==> src/rtl/int_ctrl_8051.sv <==
// int_ctrl_8051: 8051 interrupt controller with IE/IP SFRs, priority arbitration and in-service tracking.
// Build option: define INT_CTRL_PRIORITY_EN for the IP register and two-level (high-over-low) nesting.
module int_ctrl_8051 #(
    parameter int NSRC = 5
) (
    input  logic            clock,
    input  logic            reset,
    input  logic            set_IE,
    input  logic            set_IP,
    input  logic [7:0]      ram_rd_byte,
    input  logic [NSRC-1:0] int_src,
    input  logic            int_ack,
    input  logic            reti,
    output logic            irq_req,
    output logic [15:0]     vector_addr,
    output logic [NSRC-1:0] src_clr,
    output logic [7:0]      ie_out,
    output logic [7:0]      ip_out
);
    localparam int IW = (NSRC > 1) ? $clog2(NSRC) : 1;
    localparam logic [NSRC-1:0] ONE_HOT0 = {{(NSRC-1){1'b0}}, 1'b1};
    // The last source (serial RI|TI) must be cleared by software, never by hardware.
    localparam logic [NSRC-1:0] CLR_MASK = {1'b0, {(NSRC-1){1'b1}}};

    logic [7:0]      r_ie;
    logic [NSRC-1:0] r_src;
    logic            r_isLo;
    logic            r_isHi;
    logic            r_irq;
    logic [15:0]     r_vector;
    logic [IW-1:0]   r_winIdx;
    logic            r_winHi;
    logic [NSRC-1:0] r_clrPend;
    logic [NSRC-1:0] r_clr;

    logic [NSRC-1:0] w_ip;
    logic [NSRC-1:0] w_elig;
    logic [NSRC-1:0] w_hiReq;
    logic [NSRC-1:0] w_loReq;
    logic [IW-1:0]   w_hiIdx;
    logic [IW-1:0]   w_loIdx;
    logic [IW-1:0]   w_winIdx;
    logic            w_winHi;
    logic            w_winOk;
    logic [15:0]     w_winVec;
    logic            w_holdOff;
    logic            w_irqNext;
    logic            w_ackOk;
    logic            w_isLoNext;
    logic            w_isHiNext;

`ifdef INT_CTRL_PRIORITY_EN
    logic [NSRC-1:0] r_ip;

    always_ff @(posedge clock) begin
        if (reset) begin
            r_ip <= '0;
        end else if (set_IP) begin
            r_ip <= ram_rd_byte[NSRC-1:0];
        end
    end

    assign w_ip   = r_ip;
    assign ip_out = 8'(r_ip);
`else
    // Without IP every source sits on the single (low) level.
    assign w_ip   = '0;
    assign ip_out = 8'h00;
`endif

    assign w_elig  = r_src & r_ie[NSRC-1:0] & {NSRC{r_ie[7]}};
    assign w_hiReq = w_elig & w_ip;
    assign w_loReq = w_elig & ~w_ip;

    always_comb begin
        w_hiIdx  = '0;
        w_loIdx  = '0;
        w_winIdx = '0;
        w_winHi  = 1'b0;
        w_winOk  = 1'b0;
        // Descending scan so the lowest set index is the last one written.
        for (int i = NSRC - 1; i >= 0; i--) begin
            if (w_hiReq[i]) w_hiIdx = IW'(i);
            if (w_loReq[i]) w_loIdx = IW'(i);
        end
        if (|w_hiReq) begin
            w_winIdx = w_hiIdx;
            w_winHi  = 1'b1;
            w_winOk  = !r_isHi;
        end else begin
            w_winIdx = w_loIdx;
            w_winHi  = 1'b0;
            w_winOk  = (|w_loReq) && !r_isHi && !r_isLo;
        end
    end

    assign w_winVec  = 16'({w_winIdx, 3'b011});
    assign w_holdOff = set_IE | set_IP | reti;
    assign w_irqNext = w_winOk & ~w_holdOff;
    assign w_ackOk   = int_ack & r_irq;

    always_comb begin
        w_isLoNext = r_isLo;
        w_isHiNext = r_isHi;
        // RETI unwinds the innermost level before a coincident ack records the new one.
        if (reti) begin
            if (r_isHi) w_isHiNext = 1'b0;
            else        w_isLoNext = 1'b0;
        end
        if (w_ackOk) begin
            if (r_winHi) w_isHiNext = 1'b1;
            else         w_isLoNext = 1'b1;
        end
    end

    always_ff @(posedge clock) begin
        if (reset) begin
            r_ie      <= 8'h00;
            r_src     <= '0;
            r_isLo    <= 1'b0;
            r_isHi    <= 1'b0;
            r_irq     <= 1'b0;
            r_vector  <= 16'h0000;
            r_winIdx  <= '0;
            r_winHi   <= 1'b0;
            r_clrPend <= '0;
            r_clr     <= '0;
        end else begin
            if (set_IE) r_ie <= ram_rd_byte;
            r_src  <= int_src;
            r_isLo <= w_isLoNext;
            r_isHi <= w_isHiNext;
            r_irq  <= w_irqNext;
            if (w_irqNext) begin
                r_vector <= w_winVec;
                r_winIdx <= w_winIdx;
                r_winHi  <= w_winHi;
            end
            r_clrPend <= w_ackOk ? ((ONE_HOT0 << r_winIdx) & CLR_MASK) : '0;
            r_clr     <= r_clrPend;
        end
    end

    assign irq_req     = r_irq;
    assign vector_addr = r_vector;
    assign src_clr     = r_clr;
    assign ie_out      = r_ie;

endmodule

==> config.mk <==
export PLATFORM = sky130hd
export DESIGN_NAME = int_ctrl_8051
export DESIGN_NICKNAME = d
export VERILOG_FILES = /design/src/rtl/int_ctrl_8051.sv
export SDC_FILE = /design/constraint.sdc
export NUM_CORES = 1
export LEC_CHECK = 0
export CAP_MARGIN = 25
export CELL_PAD_IN_SITES_DETAIL_PLACEMENT = 0
export CELL_PAD_IN_SITES_GLOBAL_PLACEMENT = 1
export CORE_MARGIN = 4
export CORE_UTILIZATION = 28
export CTS_CLUSTER_SIZE = 8
export DETAILED_ROUTE_END_ITERATION = 16
export PLACE_DENSITY = 0.89
export RECOVER_POWER = 25
export SETUP_SLACK_MARGIN = 0.2
export SLEW_MARGIN = 40
export SYNTH_ARGS = -nofsm -noshare
export SYNTH_HDL_FRONTEND = slang
export SYNTH_SLANG_ARGS = --single-unit
==> constraint.sdc <==
create_clock -name clock -period 2.04 [get_ports clock]
set_clock_uncertainty 0.1 [all_clocks]
set_input_delay 0.612 -clock clock [delete_from_list [all_inputs] [get_ports clock]]
set_output_delay 0.612 -clock clock [all_outputs]
set_load 0.02 [all_outputs]
* Yosys cells after proc, flatten, opt, wreduce, memory -nomap -nowiden
Cells that the tools add are included.
** Cells by class
- Reductions and logical operators :: 5
- Bitwise gates (word level) :: 8
- Multiplexer cells :: 7
- Shifts and indexed selects :: 1
** Operators by type and width (count)
- 2-to-1 mux 3 bit :: 5
- AND 5 bit :: 2
- OR reduction 5 bit :: 1
- left shift 1 x 3 -> 4 bit, first input constant :: 1
- AND 1 bit :: 2
- 2-to-1 mux 1 bit :: 2
- NOT 1 bit :: 2
- bitwise OR 1 bit :: 2
- nonzero test 2 bit :: 1
- OR reduction 2 bit :: 1
- logical AND 1 bit :: 1
- zero test 1 bit :: 1
** Storage, ports and cells
- Input bits :: 19
- Logic and storage cells :: 30
- Register bits after elaboration :: 33
- Output and inout port bits :: 38

* Longest topological paths before layout
- Word-level depth :: 7
- Depth in mapped cells :: 5
- Gate-level depth less buffers :: 4

* Worst setup path after synthesis
No wires, ideal clock.
- Kind :: input-to-reg
- Start :: in set_IE
- End :: reg r_winIdx[0]
- Library setup time :: 68 ps
- Slack :: 138 ps
- Stages :: 5
- Path buffers :: 1
- Data required time :: 1872 ps
- Data arrival time :: 1734 ps
- Path through :: buf_6 > nor4_4 > o311ai_2 > or3_1 > a21oi_2
** On the way
- Cells in the longest elaborated chain, start to end :: 4
** Ends and longest elaborated chain
- start, declared :: line 8 : input logic set_IE,
- bitwise OR 1 bit (2 in a row) :: line 98 : assign w_holdOff = set_IE | set_IP | reti;
- NOT 1 bit :: line 99 : assign w_irqNext = w_winOk & ~w_holdOff;
- AND 1 bit :: line 99
- end signal, assigned :: line 136 : r_winIdx <= w_winIdx;
- end, declared :: line 31 : logic [IW-1:0] r_winIdx;
Every way passes these cells.
A chain may end at the register's enable or synchronous reset.

* Worst setup path after layout
- Start :: in reti
- End :: reg r_winIdx[0]
** On the way
- Cells in the longest elaborated chain, start to end :: 3
** Ends and longest elaborated chain
- start, declared :: line 13 : input logic reti,
- bitwise OR 1 bit :: line 98
- NOT 1 bit :: line 99
- AND 1 bit :: line 99
Every way passes these cells.

==> impl_results.md <==
- Status: finished, final reports clean
- Net Sw Power: 239.5 µW
- Final wirelength: 2097 µm
- Residual DRC: 0
- Reg power frac: 56.6%
- Post-synth EDFFs: 0
- Library cells used by synthesis: 26
- Leakage: 0.0006887 µW
- Met1 Usage GRT: 9.516%
- Post-Syn Instances: around 110
- Most Used Layer, Global Route: met2
- RR Startpoint: ie_out[7]$_SDFFE_PP0P_
- Share of layout cells above drive strength 1: a little over a tenth
- Ports: 57
- Nets: about 170
- Grt ovf: 0
- Sw Share: 24.61%
- Global-route wire length before repair: 3160 µm
- Asr flop ratio synth: 0%
- CP max-delay cell: nor4_4
- Syn Area/Cell: a little under 10 µm²
- Cells on worst reg2reg path: 7
- Power per cell area: 655.2 mW/mm²
- Dpl hpwl: 1691 µm
- Number of global-route vias before repair: 710
- Fin crit period: around 1.8 ns
- DP Worst Slack: -0.2861 ns
- Cell-internal power: 733.6 µW
- Total GRT Usage: roughly 7.9%
- Worst Path Arrival: about 1.9 ns
- Core Area: 0.003744 mm²
- Combinational power share: 14.0%
- Unrepaired setup endpoints after global routing: yes
- Max Slew Vio Count: 0
- Initial Utilization: around 30%
- Max stage delay on crit path: 0.37 ns
- Area Overhead vs Synth: 34.58%
- Ys Warns: 0
- Clock power share: 29.4%
- Main synth FF type: dfxtp_1
- Most frequent CP cell: buf_4
- Fmax: 554.5 MHz
- R2R setup slack: 0.39 ns
- CTS Root Cell: clkbuf_8
- Largest net degree at the start of global routing: 24
- Die W: between 70 and 80 µm
- Die area: 0.005010 mm²
- CP Capture Type: flip-flop
- Routing usage on met2: 12.46%
- Fill cell count: around 380
- DR iter-0 viols: 30
- Finished Core Util: about 40%
- MaxCap Viol Count: 0
- Critical path cell sequence: dlygate4sd2_1 > nor4_4 > o311ai_2 > buf_4 > buf_4 > nand2_1 > a21oi_2
- Worst min-delay path category: flip-flop to flip-flop
- Worst-Skew Late Latency: 0.26 ns
- # rows: 22
- Fin. Hold Viols: 0
- Setup TNS Final: 0 ns
- Hold buffers post-CTS: 0
- CTS tree: done
- Gpl congestion: 0.6802
- Final Worst Setup Slack: 0.2366 ns
- VDD IR-drop max: about 0.00022 V
- WHS Path Cells: 1
- Final setup vio count: 0
- Port buffer count: 36
- Worst EP required: 2.08 ns
- Critical path peak fanout: 3
- Die height: ~71 µm
- DR vias: between 800 and 900
- Worst-path clk slew: roughly 0.090 ns
- WL per Instance: 10.49 µm
- HP Start: r_clrPend[0]$_SDFF_PP0_
- Sequential fraction of the synthesis area: just under 50%
- Synthesized flop and latch total: 27
- Antenna violations before repair: 0
- WHS Endpoint: src_clr[0]$_SDFF_PP0_
- N_diodes: 0
- WS Path Type: input pin to flip-flop
- Crit start category: input pin
- Vias per inst: ~4.1
- Clock Tree Buf Depth: 2
- Met3 usage: 2.415%
- Reg-to-Reg End: r_winIdx[0]$_SDFFE_PP0P_
- First-pass detailed-route iteration total: 4
- Antenna Nets Post-Route: 0
- TritonCTS buffer count: 3
- Post-Syn Area: 0.001104 mm²
- Period utilisation layout: 88.40%
- H-tree Lvls: 1
- TritonCTS Sinks: 27
==> power groups by stage <==
stage                     Clock, µW  Sequential [µW]  Combinational (µW)
after CTS                       298              551                 137
after detailed placement          0              564                 145
after global placement            0              563                 143
after floorplan                   0              575                96.4
after global routing            318              553                 145
final                           286              551                 136
==> timing repair <==
| item | in CTS | in global routing |
|---|---|---|
| pin swaps | 2 | 3 |
| cloned | 0 | 0 |
| resized for setup | 21 | 1 |
| setup buffers | 1 | 0 |
| endpoints found under the setup margin | 22 | 2 |
==> cells in the final DEF (no fill, tap or decap) <==
cell type,netlist,routed
a21oi_2,1,2
dfxtp_1,27,27
mux2i_1,8,8
and3_2,1,1
a21oi_1,5,4
and3_1,1,1
a22o_1,2,2
o21ai_0,2,1
clkbuf_8,0,3
clkdlybuf4s50_1,0,14
nor2_1,11,11
nand4_1,1,1
or4_2,1,1
or3_1,1,1
nor3_1,2,2
nand2b_1,1,1
nand2_1,7,7
a32oi_1,1,1
nor4_4,1,1
dlygate4sd3_1,0,1
o21ai_1,0,1
dlygate4sd2_1,0,21
inv_1,1,1
clkinv_2,0,1
buf_4,21,5
nor3b_1,1,1
conb_1,1,20
clkbuf_2,0,1
nor2b_1,9,9
o311ai_2,1,1
and3b_1,1,1
==> worst max path at each step <==
stage                       from                       end  slack (ns)  depth (start not counted)
after floorplan           set_IE  r_winIdx[1]$_SDFFE_PP0P_        0.21                          4
after global placement      reti  r_winIdx[0]$_SDFFE_PP0P_       -0.22                          5
after detailed placement    reti  r_winIdx[0]$_SDFFE_PP0P_       -0.29                          5
after CTS                 set_IE  r_winIdx[0]$_SDFFE_PP0P_        0.21                          5
after global routing        reti  r_winIdx[0]$_SDFFE_PP0P_        0.17                          7
final                       reti  r_winIdx[0]$_SDFFE_PP0P_        0.24                          7
==> kinds of logic (layout without fill, tap and decap cells) <==
| kind of cell | after synthesis | after routing | synth area share (%) |
|---|---|---|---|
| AO/OA/AOI/OAI | 12 | 12 | 7.824 |
| buffers and inverters | 25 | 47 | 16.33 |
| flip-flops | 27 | 27 | 48.98 |
| multiplexers | 8 | 8 | 7.257 |
| other | 1 | 20 | 0.3398 |
| AND/OR/NAND/NOR | 38 | 38 | 19.28 |
==> critical path, delay by kind of cell <==
| kind | cells | cell delay, ns |
|---|---|---|
| compound gates | 2 | 0.22 |
| buf+inv | 3 | 0.57 |
| simple gates | 2 | 0.44 |
==> through the flow <==
step,cell area (µm²),std cells,hold WS (ns),power [µW]
final,1485,200,0.3378,973.1
after floorplan,1175,130,0.3138,671.6
after global routing,1485,200,0.3650,1015
after global placement,1456,195,0.3179,706.4
after CTS,1484,200,0.3399,986.4
after detailed placement,1456,195,0.3204,708.6
==> synthesized netlist by cell type (2+ instances only) <==
| cell | count | area (µm²) |
|---|---|---|
| nor2b_1 | 9 | 56.30 |
| buf_4 | 21 | 157.7 |
| clkbuf_1 | 2 | 7.510 |
| nor3_1 | 2 | 10.01 |
| nand2_1 | 7 | 26.28 |
| dfxtp_1 | 27 | 540.5 |
| a21oi_1 | 5 | 25.02 |
| mux2i_1 | 8 | 80.08 |
| o21ai_0 | 2 | 10.01 |
| a22o_1 | 2 | 17.52 |
| nor2_1 | 11 | 41.29 |
==> per-layer routing <==
layer	part of all wire, %	wire (µm)
met3	8.6	181
met4	1.4	29
met2	46	968
met5	0	0
met1	44	918
==> registers in the layout, indices dropped and copies added, names as in the netlist <==
signal / flops
ie_out: 8
irq_req: 1
r_clrPend: 4
r_isLo: 1
r_src: 5
r_winIdx: 3
src_clr: 4
vector_addr: 1
==> final cells by class <==
cell class | instances | area [µm²] | share of cell area [%]
repair buffers | 42 | 376.6 | 25.36
flip-flops and latches | 27 | 540.5 | 36.39
clock buffers | 3 | 41.29 | 2.780
well taps | 48 | 60.06 | 4.044
clock inverters | 1 | 5.005 | 0.3370
multi-input cells | 78 | 457.9 | 30.83
inverters | 1 | 3.754 | 0.2527
No activity file was read; power rests on OpenSTA's default activity.
